$ cat src/rtl/serial_deser.sv
// Serial-to-parallel shift register with bit counter for the data part of a frame.
// Ports:
//   clk    in   rising-edge clock
//   rst_n  in   synchronous active-low reset
//   accept in   a data bit is taken this cycle
//   bit_in in   value of that data bit
//   abort  in   drop the partial frame (counter and shift register to 0)
//   shift  out  collected data, bit 0 = first bit received
//   done   out  the bit accepted this cycle is the last data bit of the frame
module serial_deser #(
    parameter int DATA_W = 4
) (
    input  logic              clk,
    input  logic              rst_n,
    input  logic              accept,
    input  logic              bit_in,
    input  logic              abort,
    output logic [DATA_W-1:0] shift,
    output logic              done
);

    localparam int CW = (DATA_W > 1) ? $clog2(DATA_W) : 1;
    localparam logic [CW-1:0] LAST = CW'(DATA_W - 1);

    logic [CW-1:0] bit_cnt;

    assign done = accept & (bit_cnt == LAST);

    always_ff @(posedge clk) begin
        if (!rst_n) begin
            shift   <= '0;
            bit_cnt <= '0;
        end else if (abort) begin
            shift   <= '0;
            bit_cnt <= '0;
        end else if (accept) begin
            shift[bit_cnt] <= bit_in;
            // Counter wraps to 0 after the last data bit; the parity bit is
            // handled by the top-level FSM, not counted here.
            bit_cnt <= done ? '0 : bit_cnt + 1'b1;
        end
    end

endmodule

$ cat config.mk
export PLATFORM = sky130hd
export DESIGN_NAME = serial_deser
export DESIGN_NICKNAME = d
export VERILOG_FILES = /design/src/rtl/serial_deser.sv
export SDC_FILE = /design/constraint.sdc
export NUM_CORES = 1
export LEC_CHECK = 0
export CAP_MARGIN = 10
export CORE_AREA = 5 5 42 44
export CTS_CLUSTER_SIZE = 10
export DETAILED_ROUTE_END_ITERATION = 7
export DIE_AREA = 0 0 47 49
export GPL_TIMING_DRIVEN = 0
export PLACE_DENSITY = 0.55
export SLEW_MARGIN = 15
export SYNTH_ARGS = -nofsm -noshare
export SYNTH_HDL_FRONTEND = slang
export SYNTH_SLANG_ARGS = --single-unit
$ cat constraint.sdc
create_clock -name clk -period 1.22 [get_ports clk]
set_input_delay 0.244 -clock clk [delete_from_list [all_inputs] [get_ports clk]]
set_output_delay 0.244 -clock clk [all_outputs]
set_load 0.01 [all_outputs]
==> impl_metrics.csv <==
group,metric,value,unit
global_routing,antenna_found_initial,0,
global_routing,busiest_layer,"met2",
yosys,synthCells,33,
global_routing,grt_max_degree,10,
detailed_routing,wl_per_cell,10.7,µm
min_path,hold_path.class,"primary input to flip-flop",
yosys,synthTopCellsByArea,"dfxtp_1 (38%), ha_1 (16%), a21bo_2 (13%)",
floorplanning,rows,14,
clock_network,cts_tree,"done",
detailed_routing,first_iter_violations,2,
yosys,syn_area,314,µm²
sta,finalCritPeriodShare,1.04,
placed_design,port_buffers,9,
detailed_routing,drc_errors,0,
sta,slew_viol_final,0,
layout,post-route-util,0.339,
detailed_routing,ant_nets,0,
global_routing,grt_util_met2,0.0837,
power_and_ir_drop,power_density,932,mW/mm²
worst_setup_path,startpoint_type,"flip-flop",
yosys,synth_top_area_share,0.382,
worst_setup_path,arrival,1.02,ns
worst_setup_path,cpMaxStageDelayCell,"dfxtp_4",
outcome,violations,"negative setup slack",
floorplanning,fp.dieArea,0.00230,mm²
sta,finalSetupViolations,1,
worst_setup_path,slowest_delay,0.36,ns
power_and_ir_drop,p_total,0.443,mW
sta,fin_worst_skew,0.00347,ns
clock_network,clk_pin_slew,0.05,ns
global_routing,grt_overflow,0,
worst_setup_path,end_kind,"output pin",
layout,fill_cells,156,
detailed_routing,drtPass1Iterations,2,
clock_network,clock-sinks,6,
worst_setup_path,worstSetupPathType,"flip-flop to output pin",
sta,max_slew_margin,0.846,
yosys,ys_seq_area_frac,0.382,
sta,period_needed,1.26,ns
job,maxCapViolCount,0,
worst_setup_path,cp_max_fo,5,
floorplanning,coreArea,0.00140,mm²
worst_setup_path,crit_chain,"ha_4 > and2_4 > buf_6",
outcome,status,"finished, violations left",
layout,antennaDiodeCount,0,
floorplanning,initial_core_util,0.224,
layout,area_delta_synth_final,51.4,%
yosys,synth_common_cells,"a21oi_1 (6), dfxtp_1 (6), a21bo_2 (4), ha_1 (4), nand3_1 (4)",
clock_network,cts_buffers,3,
sta,fmax,0.791,GHz
detailed_routing,wirelength,663,µm
worst_setup_path,required,0.98,ns
global_routing,grt_pass1_vias,245,
yosys,synth_top_area_cell,"dfxtp_1",
yosys,synth_ff_type,"dfxtp_1",
detailed_routing,vias_per_cell,4.39,
layout,fin_nets,57,
global_routing,met1_usage,0.0708,
sta,rsz0062_at_grt,"true",
yosys,synthArstFlopShare,0,
power_and_ir_drop,p_leak,0.199,nW
sta,hold_violations,0,
floorplanning,ioPinCount,10,
global_routing,grt_use_total,0.0635,
clock_network,cts_buffer_depth,2,
placed_design,gp_congestion,0.675,
layout,drive_above_1_share,0.304,
yosys,syn_area_per_cell,9.52,µm²
clock_network,clock_latency,0.25,ns
placed_design,preCtsSetupSlack,-0.639,ns
floorplanning,die_y,49,µm
sta,worst_slew_pin_slew,0.231,ns
yosys,ys_seq_elements,6,
power_and_ir_drop,vdd_ir_drop_max,0.000342,V
detailed_routing,vias,272,
placed_design,dp_hpwl,434,µm
yosys,yosys_warnings,0,
global_routing,grt_first_pass_wirelength,986,µm
yosys,synth_edf_count,0,
clock_network,clockRootBuffer,"clkbuf_4",
yosys,syn_nets,42,
floorplanning,die_x,47,µm
global_routing,grt_util_met3,0.0221,
sta,finalWorstSetupSlack,-0.0444,ns
yosys,synth.distinct_cells,11,
clock_network,htreeDepth,1,
power breakdown:
group	total, mW	internal [mW]	leakage, nW	switching, mW
clock network	0.195	0.112	0.0138	0.0829
logic	0.0456	0.0259	0.135	0.0197
registers	0.203	0.199	0.0498	0.00394
path summary, 6_finish.rpt:
check	depth (start not counted)	end	startpoint	slack (ns)
worst max-delay path	3	done	bit_cnt[0]	-0.04
worst min register to register	2	bit_cnt[1]	bit_cnt[1]	0.51
worst min-delay path	3	bit_cnt[1]	accept	0.47
worst max register to register	4	shift[2]	bit_cnt[0]	0.15
final cells by class:
| class | count | area (µm²) | share of cell area |
|---|---|---|---|
| multi-input cells | 24 | 196 | 0.413 |
| clock buffers | 3 | 22.5 | 0.0474 |
| well taps | 16 | 20.0 | 0.0421 |
| repair buffers | 10 | 92.6 | 0.195 |
| plain buffers | 1 | 11.3 | 0.0237 |
| flip-flops and latches | 6 | 125 | 0.263 |
| inverters | 2 | 7.51 | 0.0158 |
critical path: cells and delay by family (launching register included):
family / cells / cell delay [ns]
flops: 1 / 0.36
simple gates: 1 / 0.13
fa+ha+maj: 1 / 0.17
buf+inv: 1 / 0.11
metal layers:
metal	vias up	part of all wire
met4	0	0.035
li1	139	-
met5	-	0
met3	4	0.072
met1	120	0.41
met2	9	0.48
per-stage QoR:
step / hold WS (ns) / instances / TNS, ns / area, µm²
after floorplan: 0.391 / 33 / 0 / 314
after global placement: 0.501 / 58 / -0.974 / 424
after detailed placement: 0.504 / 58 / -0.933 / 424
after CTS: 0.444 / 62 / -0.0648 / 467
after global routing: 0.501 / 62 / -0.0636 / 475
final: 0.468 / 62 / -0.0444 / 475
sequential cells by signal, indices dropped and copies added (netlist names):
register / flops
bit_cnt: 2
shift: 4
placed cells by master, fill, tap and decap left out, types with 2 or more instances in the layout:
cell type and count:
a21oi_1 6, dfxtp_1 4, inv_1 2, nand2b_1 3, ha_1 3, a21bo_2 4
dlygate4sd2_1 5, buf_6 2, nand3_1 4, clkbuf_4 3, clkdlybuf4s50_1 3
cells by family after synthesis:
group,share of synthesized area
DFF,0.382
buffers and inverters,0.0398
adders and majority gates,0.159
AOI/OAI and AO/OA,0.223
and+or+nand+nor,0.195
repair_timing:
action | 4_1_cts | 5_1_grt
hold buffers | 0 | 0
buffers inserted | 1 | 0
pin swaps | 2 | 1
endpoints found under the setup margin | 5 | 1
gates resized for setup | 16 | 2
Power figures use the tool's default switching activity.
